$ cat src/rtl/spi_frame_writer_pkg.sv
// rtl/spi_frame_writer_pkg.sv - shared types and defaults for the SPI pixel writer
// Holds the writer FSM state type, the pixel/address width defaults shared with
// the display controller and pixel RAM, and the colour field bit positions.
package spi_frame_writer_pkg;

  localparam int PIXEL_BITS_DEF = 16;
  localparam int ADDR_BITS_DEF  = 11;

  // RGB444x pixel layout; the low nibble is unused.
  localparam int RED_MSB = 15;
  localparam int RED_LSB = 12;
  localparam int GRN_MSB = 11;
  localparam int GRN_LSB = 8;
  localparam int BLU_MSB = 7;
  localparam int BLU_LSB = 4;

  typedef enum logic [1:0] {
    IDLE,
    RECEIVE,
    FLIP_PENDING
  } state_t;

endpackage

$ cat src/rtl/spi_frame_writer_sync_edge.sv
// rtl/spi_frame_writer_sync_edge.sv - N-stage synchroniser with rise/fall detect
// Ports:
//   clk, n_reset : system clock, synchronous active-low reset
//   async_in     : asynchronous input
//   level        : synchronised level
//   rise, fall   : one-cycle pulses on synchronised edges
module spi_sync_edge #(
  parameter int   STAGES    = 2,
  parameter logic RESET_VAL = 1'b0
) (
  input  logic clk,
  input  logic n_reset,
  input  logic async_in,
  output logic level,
  output logic rise,
  output logic fall
);

  logic [STAGES-1:0] sync_q;
  logic              hist_q;

  always_ff @(posedge clk) begin
    if (!n_reset) begin
      sync_q <= {STAGES{RESET_VAL}};
      hist_q <= RESET_VAL;
    end else begin
      sync_q <= {sync_q[STAGES-2:0], async_in};
      hist_q <= sync_q[STAGES-1];
    end
  end

  assign level = sync_q[STAGES-1];
  assign rise  = level & ~hist_q;
  assign fall  = ~level & hist_q;

endmodule

$ cat src/rtl/spi_frame_writer.sv
// rtl/spi_frame_writer.sv - SPI-fed pixel RAM writer with double-buffer flip
// Ports:
//   clk, n_reset            : system clock, synchronous active-low reset
//   spi_clk/mosi/cs_n       : asynchronous SPI mode-0 slave inputs, MSB first
//   frame_start             : display side begins scanning a new frame
//   wr_en/wr_addr/wr_data   : pixel RAM write port
//   wr_buffer               : buffer being written; display_buffer is its inverse
//   frame_done              : pulse when the buffers flip
//   overrun                 : sticky, a word was dropped while a flip was pending
//   busy                    : receiving or waiting for the flip
module spi_frame_writer
  import spi_frame_writer_pkg::*;
#(
  parameter int PIXEL_BITS  = PIXEL_BITS_DEF,
  parameter int ADDR_BITS   = ADDR_BITS_DEF,
  parameter int SYNC_STAGES = 2
) (
  input  logic                  clk,
  input  logic                  n_reset,
  input  logic                  spi_clk,
  input  logic                  spi_mosi,
  input  logic                  spi_cs_n,
  input  logic                  frame_start,
  output logic                  wr_en,
  output logic [ADDR_BITS-1:0]  wr_addr,
  output logic [PIXEL_BITS-1:0] wr_data,
  output logic                  wr_buffer,
  output logic                  display_buffer,
  output logic                  frame_done,
  output logic                  overrun,
  output logic                  busy
);

  localparam int                 CNT_BITS = $clog2(PIXEL_BITS);
  localparam logic [CNT_BITS-1:0] CNT_LAST = CNT_BITS'(PIXEL_BITS - 1);
  localparam logic [ADDR_BITS-1:0] ADDR_LAST = {ADDR_BITS{1'b1}};

  logic cs_level, cs_rise, cs_fall;
  logic sclk_level, sclk_rise, sclk_fall;
  logic mosi_level, mosi_rise, mosi_fall;

  // cs_n idles high, so its synchroniser resets high to avoid a false edge.
  spi_sync_edge #(.STAGES(SYNC_STAGES), .RESET_VAL(1'b1)) u_sync_cs (
    .clk(clk), .n_reset(n_reset), .async_in(spi_cs_n),
    .level(cs_level), .rise(cs_rise), .fall(cs_fall)
  );
  spi_sync_edge #(.STAGES(SYNC_STAGES), .RESET_VAL(1'b0)) u_sync_sclk (
    .clk(clk), .n_reset(n_reset), .async_in(spi_clk),
    .level(sclk_level), .rise(sclk_rise), .fall(sclk_fall)
  );
  spi_sync_edge #(.STAGES(SYNC_STAGES), .RESET_VAL(1'b0)) u_sync_mosi (
    .clk(clk), .n_reset(n_reset), .async_in(spi_mosi),
    .level(mosi_level), .rise(mosi_rise), .fall(mosi_fall)
  );

  // Only the SPI clock rising edge and the data level matter for mode 0.
  logic unused_edges;
  assign unused_edges = sclk_level ^ sclk_fall ^ mosi_rise ^ mosi_fall;

  state_t                  state_q, state_d;
  logic [CNT_BITS-1:0]     bit_cnt;
  logic [PIXEL_BITS-1:0]   shift_q;
  logic                    cs_active;
  logic                    capture;
  logic                    word_done;
  logic                    flip;
  logic [PIXEL_BITS-1:0]   next_word;

  assign cs_active = ~cs_level;
  assign capture   = sclk_rise & cs_active & (state_q != IDLE);
  assign word_done = capture & (bit_cnt == CNT_LAST);
  assign next_word = {shift_q[PIXEL_BITS-2:0], mosi_level};

  always_ff @(posedge clk) begin
    if (!n_reset) state_q <= IDLE;
    else          state_q <= state_d;
  end

  always_comb begin
    state_d = state_q;
    flip    = 1'b0;
    case (state_q)
      IDLE: begin
        if (cs_fall) state_d = RECEIVE;
      end
      RECEIVE: begin
        if (cs_rise)                             state_d = IDLE;
        else if (wr_en && (wr_addr == ADDR_LAST)) state_d = FLIP_PENDING;
      end
      FLIP_PENDING: begin
        // CS edges are ignored here; the CS level picks the post-flip state.
        if (frame_start) begin
          flip    = 1'b1;
          state_d = cs_active ? RECEIVE : IDLE;
        end
      end
      default: state_d = IDLE;
    endcase
  end

  always_ff @(posedge clk) begin
    if (!n_reset) begin
      wr_en      <= 1'b0;
      wr_addr    <= '0;
      wr_data    <= '0;
      wr_buffer  <= 1'b0;
      frame_done <= 1'b0;
      overrun    <= 1'b0;
      bit_cnt    <= '0;
      shift_q    <= '0;
    end else begin
      wr_en      <= 1'b0;
      frame_done <= 1'b0;

      if (capture) begin
        shift_q <= next_word;
        bit_cnt <= bit_cnt + 1'b1;
      end

      if (word_done) begin
        if (state_q == RECEIVE) begin
          wr_en   <= 1'b1;
          wr_data <= next_word;
        end else begin
          overrun <= 1'b1;
        end
      end

      if (wr_en) wr_addr <= wr_addr + 1'b1;

      // Later assignments take priority over the capture/advance above.
      if ((state_q == IDLE && cs_fall) || (state_q == RECEIVE && cs_rise)) begin
        bit_cnt <= '0;
        wr_addr <= '0;
      end

      if (flip) begin
        wr_buffer  <= ~wr_buffer;
        frame_done <= 1'b1;
        wr_addr    <= '0;
        bit_cnt    <= '0;
      end
    end
  end

  assign display_buffer = ~wr_buffer;
  assign busy           = (state_q != IDLE);

endmodule

$ cat config.mk
export PLATFORM = sky130hd
export DESIGN_NAME = spi_frame_writer
export DESIGN_NICKNAME = d
export VERILOG_FILES = /design/src/rtl/spi_frame_writer_pkg.sv /design/src/rtl/spi_frame_writer_sync_edge.sv /design/src/rtl/spi_frame_writer.sv
export SDC_FILE = /design/constraint.sdc
export NUM_CORES = 1
export LEC_CHECK = 0
export CELL_PAD_IN_SITES_DETAIL_PLACEMENT = 1
export CELL_PAD_IN_SITES_GLOBAL_PLACEMENT = 2
export CORE_ASPECT_RATIO = 0.5
export CORE_MARGIN = 3
export CORE_UTILIZATION = 35
export CTS_CLUSTER_SIZE = 40
export DETAILED_ROUTE_END_ITERATION = 12
export PLACE_DENSITY = 0.83
export SYNTH_ARGS = -nofsm -noshare
export SYNTH_HDL_FRONTEND = slang
export SYNTH_HIERARCHICAL = 1
export SYNTH_SLANG_ARGS = --single-unit
export TNS_END_PERCENT = 1
$ cat constraint.sdc
create_clock -name clk -period 4.26 [get_ports clk]
set_input_delay 0.426 -clock clk [delete_from_list [all_inputs] [get_ports clk]]
set_output_delay 0.426 -clock clk [all_outputs]
set_load 0.05 [all_outputs]
==> results.yml, run 1 <==
setup_path:
  r2r_start: "u_sync_sclk/sync_q[1]"
  crit_fanout: 24
  reg2reg_slack_ns: 2.15
  path_buf_inv: 2
  cp.arrival_ns: 2.50
  required_ns: 3.83
  crit_path_end_kind: "output pin"
  path_delay_family: "buffers and inverters"
  slowest_delay_ns: 0.75
  r2r_cells: 4
  critical_path_class: "reg2out"
  start_kind: "flop"
  cp_cell_sequence: "nor2_2 -> clkinv_1 -> clkdlybuf4s50_1"
  crit_slowest_cell: "clkdlybuf4s50_1"
  reg2reg_to: "shift_q[4]"
logic_synthesis:
  avgSynthCellArea_um2: 9.198
  post_synth_instance_area_um2: 2511
  yosys_warnings: 6
  synth_fp_nets: 281
  syn_inst: 273
grt:
  grt_use_met3_pct: 4.919
  use_met2_pct: 25.86
  grt_pass1_vias: 2093
  busiest_layer: "met2"
  grtUsageTotal_pct: 15.72
  grt_pass1_wl_um: 10380
  overflow: 0
  grt_max_degree: 35
  grt_antenna_before_repair: 0
  use_met1_pct: 19.10
timing:
  worst_slew_pin_slew_ns: 1.235
  min_period_over_period_pct: 68.68
  setup_slack_ns: 1.334
  fin_worst_skew_ns: 0.002682
  period_minus_slack_ns: 2.926
  max_freq_mhz: 341.8
  tns_ns: 0
  setup_viol: 0
  worst_hold_slack_ns: 0.4084
  final_max_slew_viol_count: 0
  hold_violations: 0
  slew-limit-headroom_pct: 17.49
  rsz0062_at_grt: "false"
cts:
  clockRootBuffer: "clkbuf_16"
  path_clk_slew_ns: 0.05
  h-tree-depth: 3
  cts_buffers: 9
  cts.sinks: 60
  post-cts-setup-buffer-count: 0
  cts_hold_buf: 0
  clkLatencyLatePin_ns: 0.33
  cts-resized-gates: 0
  clockBufferDepth: 2
  cts_tree: "done"
placement:
  hpwlAfterDp_um: 3941
  place_congestion: 0.7421
  post-place-ws_ns: 1.673
  port_buffers: 38
worst_hold_path:
  hp-start: "u_sync_cs/sync_q[0]"
  hold_class: "reg2reg"
  min_to: "u_sync_cs/sync_q[1]"
  worst_hold_path.num_cells: 1
final_layout:
  antenna_cells: 0
  area_growth_pct: 28.20
  final_nets: 311
  num-fill-cells: 757
  drive_above_1_share_pct: 8.766
floorplanning:
  core-area_um2: 6805
  dieArea_um2: 8289
  die_y_um: 65.90
  fp.dieW_um: 125.8
  start_util_pct: 36.90
  rows: 21
  boundaryPins: 39
route:
  antenna_left: 0
  wl_um: 6083
  wl_per_cell_um: 15.21
  dr.pass1.iters: 4
  vias: 2131
  drc: 0
  via_per_inst: 5.328
  drt_iter0_drc: 159
job:
  maxCapViolCount: 0
power_and_ir_drop:
  p_leak_nw: 1.027
  ir_worst_vdd_mv: 0.1766
  power_per_cell_area_nw_per_um2: 413.4
run_status:
  status: "finished clean"
registers in the layout, indices dropped and copies added, names as in the netlist, 2 cells and up:
name	cells
u_sync_mosi/sync_q	2
state_q	2
bit_cnt	4
u_sync_sclk/sync_q	2
u_sync_cs/sync_q	2
wr_data	16
shift_q	15
wr_addr	11
layout make-up:
class                   count  area (µm²)  share of cell area (%)
clock buffers              11       252.7                   7.851
flip-flops and latches     60        1201                   37.31
clock inverters             5       50.05                   1.555
multi-input cells         185        1179                   36.61
inverters                   7       26.28                  0.8162
well taps                  92       115.1                   3.576
repair buffers             40       395.4                   12.28
power breakdown:
group	leakage [nW]	total, mW	internal (mW)	switching [mW]
Clock	0.155	0.724	0.479	0.245
Combinational	0.387	0.0378	0.0155	0.0223
Sequential	0.485	0.569	0.566	0.00331
layout by cell type (no fill, tap or decap), types with 3 or more instances in the layout:
master	instances
a21boi_0	28
a21boi_1	3
a21oi_1	9
and2_1	6
clkbuf_16	9
clkdlybuf4s50_1	38
clkinv_2	4
dfxtp_1	60
inv_1	6
mux2i_1	3
nand2b_1	4
nand3_1	36
nand4_1	4
nor2_1	7
nor2b_1	6
o2111ai_1	4
o21ai_0	38
or3_1	5
xnor2_1	3
stage by stage:
| step | power, mW | cell area, µm² | cells | util, % |
|---|---|---|---|---|
| final | 1.331 | 3219 | 400 | 47.31 |
| after global routing | 1.379 | 3219 | 400 | 47.31 |
| after global placement | 0.6171 | 2917 | 384 | 42.86 |
| after CTS | 1.352 | 3219 | 400 | 47.31 |
| after detailed placement | 0.6186 | 2917 | 384 | 42.86 |
| after floorplan | 0.6060 | 2511 | 273 | - |
per-layer routing:
| layer | routed length, µm | part of all wire, % | vias to the layer above |
|---|---|---|---|
| li1 | - | - | 1045 |
| met1 | 3003 | 49 | 1043 |
| met2 | 2745 | 45 | 33 |
| met3 | 216 | 3.6 | 10 |
| met4 | 117 | 1.9 | 0 |
| met5 | 0 | 0 | - |
worst max path at each step:
stage                    start          end  slack (ns)  cells after the start
global placement    state_q[1]         busy        1.76                      3
CTS                 state_q[1]         busy        1.31                      3
detailed placement  state_q[1]         busy        1.67                      3
floorplan           wr_addr[0]  wr_addr[10]        2.56                      4
global route        state_q[1]         busy        1.14                      3
finish              state_q[1]         busy        1.33                      3
(Power assumes the default switching activity.)
==> run 2, diff against run 1 <==
CORE_UTILIZATION = 29   (was 35)
PLACE_DENSITY = 0.74   (was 0.83)
clock period = 2.56 ns   (was 4.26 ns; I/O delays follow)
==> run 2 against run 1 <==
Against the previous run:
- via count about the same
- first-iteration DRC count decreased by 11%
- sequential cell count unchanged
- die area increased by 19%
- combinational power increased by 67%
- critical path depth unchanged
- non-clock buffer count increased by 1
- critical path type unchanged
- critical endpoint unchanged
==> results.yml, run 2 (synthesized netlist as in run 1, its figures left out) <==
cts:
  cts_buffers: 9
  path_clk_slew_ns: 0.05
  clkLatencyLatePin_ns: 0.32
  cts.sinks: 60
  cts-resized-gates: 0
  post-cts-setup-buffer-count: 0
  clockBufferDepth: 2
  cts_hold_buf: 0
  cts_tree: "done"
  h-tree-depth: 3
  clockRootBuffer: "clkbuf_16"
timing:
  setup_viol: 0
  slew-limit-headroom_pct: 46.84
  final_max_slew_viol_count: 0
  hold_violations: 0
  setup_slack_ns: 0.4371
  fin_worst_skew_ns: 0.004109
  max_freq_mhz: 471.1
  worst_slew_pin_slew_ns: 0.7975
  min_period_over_period_pct: 82.93
  tns_ns: 0
  rsz0062_at_grt: "false"
  period_minus_slack_ns: 2.123
route:
  via_per_inst: 5.059
  wl_um: 6403
  drt_iter0_drc: 141
  vias: 2130
  drc: 0
  wl_per_cell_um: 15.21
  dr.pass1.iters: 4
  antenna_left: 0
floorplanning:
  boundaryPins: 39
  dieArea_um2: 9880
  start_util_pct: 30.62
  rows: 23
  die_y_um: 71.80
  core-area_um2: 8202
  fp.dieW_um: 137.6
placement:
  post-place-ws_ns: 0.6065
  hpwlAfterDp_um: 4028
  port_buffers: 38
  place_congestion: 0.7095
setup_path:
  required_ns: 2.30
  crit_slowest_cell: "dfxtp_1"
  cp_cell_sequence: "nor2_2 -> clkinv_1 -> buf_4"
  crit_path_end_kind: "output pin"
  path_buf_inv: 2
  cp.arrival_ns: 1.87
  critical_path_class: "reg2out"
  start_kind: "flop"
  crit_fanout: 17
  slowest_delay_ns: 0.50
  path_delay_family: "buffers and inverters"
final_layout:
  drive_above_1_share_pct: 8.091
  antenna_cells: 0
  final_nets: 312
  regMostFlops: "wr_data"
  largest_register_ffs: 16
  area_growth_pct: 27.85
  final_cell_mix: "dfxtp_1, o21ai_0, clkdlybuf4s50_1"
  final_common_cell: "dfxtp_1"
  reg_top3: "wr_data x16, shift_q x15, wr_addr x11"
grt:
  overflow: 0
  grt_antenna_before_repair: 0
  grt_max_degree: 34
  grt_pass1_vias: 2232
  grtUsageTotal_pct: 13.93
  grt_pass1_wl_um: 10740
power_and_ir_drop:
  p_leak_nw: 1.009
  ir_worst_vdd_mv: 0.3511
  power_per_cell_area_nw_per_um2: 650.9
  total_power_mw: 2.090
job:
  maxCapViolCount: 0
worst_hold_path:
  hold_class: "reg2reg"
run_status:
  status: "finished clean"
-- run 2: cell types whose count changed in the layout (fill, tap and decap cells not counted), sizes merged --
cell,delta
clkinv,-2
buf,+2
clkdlybuf4s50,-1
bufinv,-1
clkbuf,+3
-- run 2: final cells by class --
class / instances / area, µm²
Fill cell: 938 / 4991
Sequential cell: 60 / 1201
Multi-Input combinational cell: 185 / 1179
Timing Repair Buffer: 41 / 400.4
Clock buffer: 14 / 254.0
Tap cell: 112 / 140.1
Inverter: 7 / 26.28
Clock inverter: 2 / 10.01
-- run 2: metrics by stage --
step                      util (%)  instances  hold slack, ns  cell area (µm²)
after floorplan                  -        273          0.3290             2511
after global placement       35.93        405          0.3875             2947
after detailed placement     35.93        405          0.3986             2947
after CTS                    39.15        421          0.4108             3211
after global routing         39.15        421          0.4335             3211
final                        39.15        421          0.4070             3211
-- run 2: worst paths after layout --
check / start / end / slack, ns / cells after the start
max: state_q[1] / busy / 0.44 / 3
min: u_sync_cs/sync_q[0] / u_sync_cs/sync_q[1] / 0.41 / 1
max reg2reg: u_sync_sclk/sync_q[1] / bit_cnt[3] / 0.59 / 4
min reg2reg: u_sync_cs/sync_q[0] / u_sync_cs/sync_q[1] / 0.41 / 1
-- run 2: routing by layer --
metal,vias to the layer above,GRT usage (%),share of wire [%]
met1,1041,16.67,49
met4,0,6.195,1.6
met3,9,4.979,4.1
met5,-,0,0
li1,1047,-,-
met2,33,22.62,45
-- run 2: report_power, final --
part | internal [mW] | leakage, nW | switching [mW]
sequential | 0.941 | 0.485 | 0.00590
combinational | 0.0256 | 0.394 | 0.0375
clock | 0.678 | 0.131 | 0.401
total | 1.65 | 1.01 | 0.445
==> run 3, diff against run 2 <==
CORE_UTILIZATION = 33   (was 29)
PLACE_DENSITY = 0.79   (was 0.74)
clock period = 2.1 ns   (was 2.56 ns; I/O delays follow)
==> run 3 against run 2 <==
Against the previous run:
- count of clock-buffer cells in the layout stayed put
- final cell count is 3.6% lower
- via count grew 3.3%
- die area is 11% lower
- sequential share of layout area down 0.69 points
- critical path depth did not move
- clock power grew 39%
- total power grew 31%
- clock skew rose by 0.0015 ns
- sequential cell count stayed put
- worst hold slack lost 0.0031 ns
- sequential power increased by 21%
- critical path type unchanged
==> results.yml, run 3 (synthesized netlist as in run 1, its figures left out) <==
power_and_ir_drop:
  p_switching_mw: 0.5453
  power_frac_comb_pct: 3.1
  seq_power_share_pct: 42.1
  ir_worst_vdd_mv: 0.3277
  pwr-share-clk_pct: 54.8
  internal_power_mw: 2.190
  switching_share_pct: 19.94
  power_per_cell_area_nw_per_um2: 836.3
  p_leak_nw: 1.057
setup_path:
  crit_slowest_cell: "clkinv_1"
  reg2reg_slack_ns: 0.35
  path_buf_inv: 2
  path_delay_family: "buffers and inverters"
  r2r_cells: 4
  crit_fanout: 17
  crit_path_end_kind: "output pin"
  critical_path_class: "reg2out"
  slowest_delay_ns: 0.44
  required_ns: 1.89
  cp.arrival_ns: 1.66
  cp_cell_sequence: "nor2_2 -> clkinv_1 -> buf_4"
  r2r_start: "u_sync_cs/sync_q[1]"
  reg2reg_to: "bit_cnt[2]"
  start_kind: "flop"
final_layout:
  final_common_cell: "dfxtp_1"
  largest_register_ffs: 16
  area_growth_pct: 30.24
  num-fill-cells: 786
  reg_top3: "wr_data x16, shift_q x15, wr_addr x11"
  final_cell_mix: "dfxtp_1, o21ai_0, clkdlybuf4s50_1"
  drive_above_1_share_pct: 10.19
  final_nets: 318
  regMostFlops: "wr_data"
  antenna_cells: 0
  fin_util_pct: 46.62
timing:
  max_freq_mhz: 535.1
  rsz0062_at_grt: "false"
  period_minus_slack_ns: 1.869
  final_max_slew_viol_count: 0
  setup_viol: 0
  hold_violations: 0
  worst_slew_pin_slew_ns: 0.6223
  slew-limit-headroom_pct: 58.39
  fin_worst_skew_ns: 0.005658
  min_period_over_period_pct: 88.98
  tns_ns: 0
cts:
  h-tree-depth: 3
  clkLatencyLatePin_ns: 0.33
  cts-resized-gates: 0
  cts_hold_buf: 0
  cts_buffers: 9
  post-cts-setup-buffer-count: 0
  clockRootBuffer: "clkbuf_16"
  clockBufferDepth: 2
  cts_tree: "done"
  cts.sinks: 60
  path_clk_slew_ns: 0.05
job:
  maxCapViolCount: 0
route:
  dr.pass1.iters: 4
  drc: 0
  drt_iter0_drc: 179
  vias: 2201
  wl_per_cell_um: 16.41
  wl_um: 6664
  antenna_left: 0
  via_per_inst: 5.421
grt:
  grt_pass1_vias: 2270
  grt_max_degree: 34
  grtUsageTotal_pct: 16.93
  overflow: 0
  grt_pass1_wl_um: 11250
  grt_antenna_before_repair: 0
placement:
  hpwlAfterDp_um: 4332
  port_buffers: 38
  place_congestion: 0.7235
floorplanning:
  rows: 21
  dieArea_um2: 8756
  start_util_pct: 35.79
  die_y_um: 67.69
  boundaryPins: 39
  fp.dieW_um: 129.4
  core-area_um2: 7015
worst_hold_path:
  min_to: "u_sync_cs/sync_q[1]"
  worst_hold_path.num_cells: 1
  hp-start: "u_sync_cs/sync_q[0]"
  hold_class: "reg2reg"
run_status:
  status: "finished clean"
==> run 3: cell types whose count changed in the layout (fill, tap and decap cells not counted), sizes merged <==
cell | previous run | this run
buf | 4 | 10
bufinv | 0 | 1
clkinv | 3 | 1
==> run 3: through the flow <==
stage / instances / setup slack (ns) / hold WS (ns) / total power [mW] / instance area (µm²)
2_1_floorplan: 273 / 0.4026 / 0.2830 / 1.229 / 2511
3_3_place_gp: 391 / 0.4190 / 0.4136 / 1.256 / 2967
3_5_place_dp: 391 / 0.3466 / 0.4164 / 1.259 / 2967
4_1_cts: 406 / 0.2072 / 0.4066 / 2.777 / 3271
5_1_grt: 406 / 0.1043 / 0.4354 / 2.854 / 3271
6_report: 406 / 0.2314 / 0.4039 / 2.735 / 3271
==> run 3: power by group through the flow <==
| stage | clock network (mW) | logic (mW) | registers, mW |
|---|---|---|---|
| after floorplan | 0 | 0.0557 | 1.17 |
| after global placement | 0 | 0.0816 | 1.17 |
| after detailed placement | 0 | 0.0834 | 1.18 |
| after CTS | 1.54 | 0.0842 | 1.15 |
| after global routing | 1.61 | 0.0927 | 1.15 |
| final | 1.50 | 0.0836 | 1.15 |
==> run 3: layout make-up <==
| type | instances | area [µm²] | share of cell area, % |
|---|---|---|---|
| multi-input cells | 185 | 1179 | 36.04 |
| inverters | 7 | 26.28 | 0.8034 |
| clock buffers | 14 | 274.0 | 8.378 |
| clock inverters | 1 | 30.03 | 0.9181 |
| repair buffers | 47 | 445.4 | 13.62 |
| well taps | 92 | 115.1 | 3.519 |
| flip-flops and latches | 60 | 1201 | 36.73 |
==> run 3: worst max-delay path by stage <==
stage,start,to,slack [ns],cells after the start
after floorplan,wr_addr[0],wr_addr[10],0.40,4
after global placement,n_reset,wr_addr[7],0.42,3
after detailed placement,n_reset,shift_q[13],0.35,3
after CTS,state_q[1],busy,0.21,3
after global routing,state_q[1],busy,0.10,3
final,state_q[1],busy,0.23,3
==> run 3: layer usage <==
| metal | track usage (%) | share of wire (%) |
|---|---|---|
| met1 | 19.89 | 48 |
| met2 | 27.45 | 46 |
| met3 | 7.662 | 5.3 |
| met4 | 6.545 | 1.4 |
| met5 | 0 | 0 |
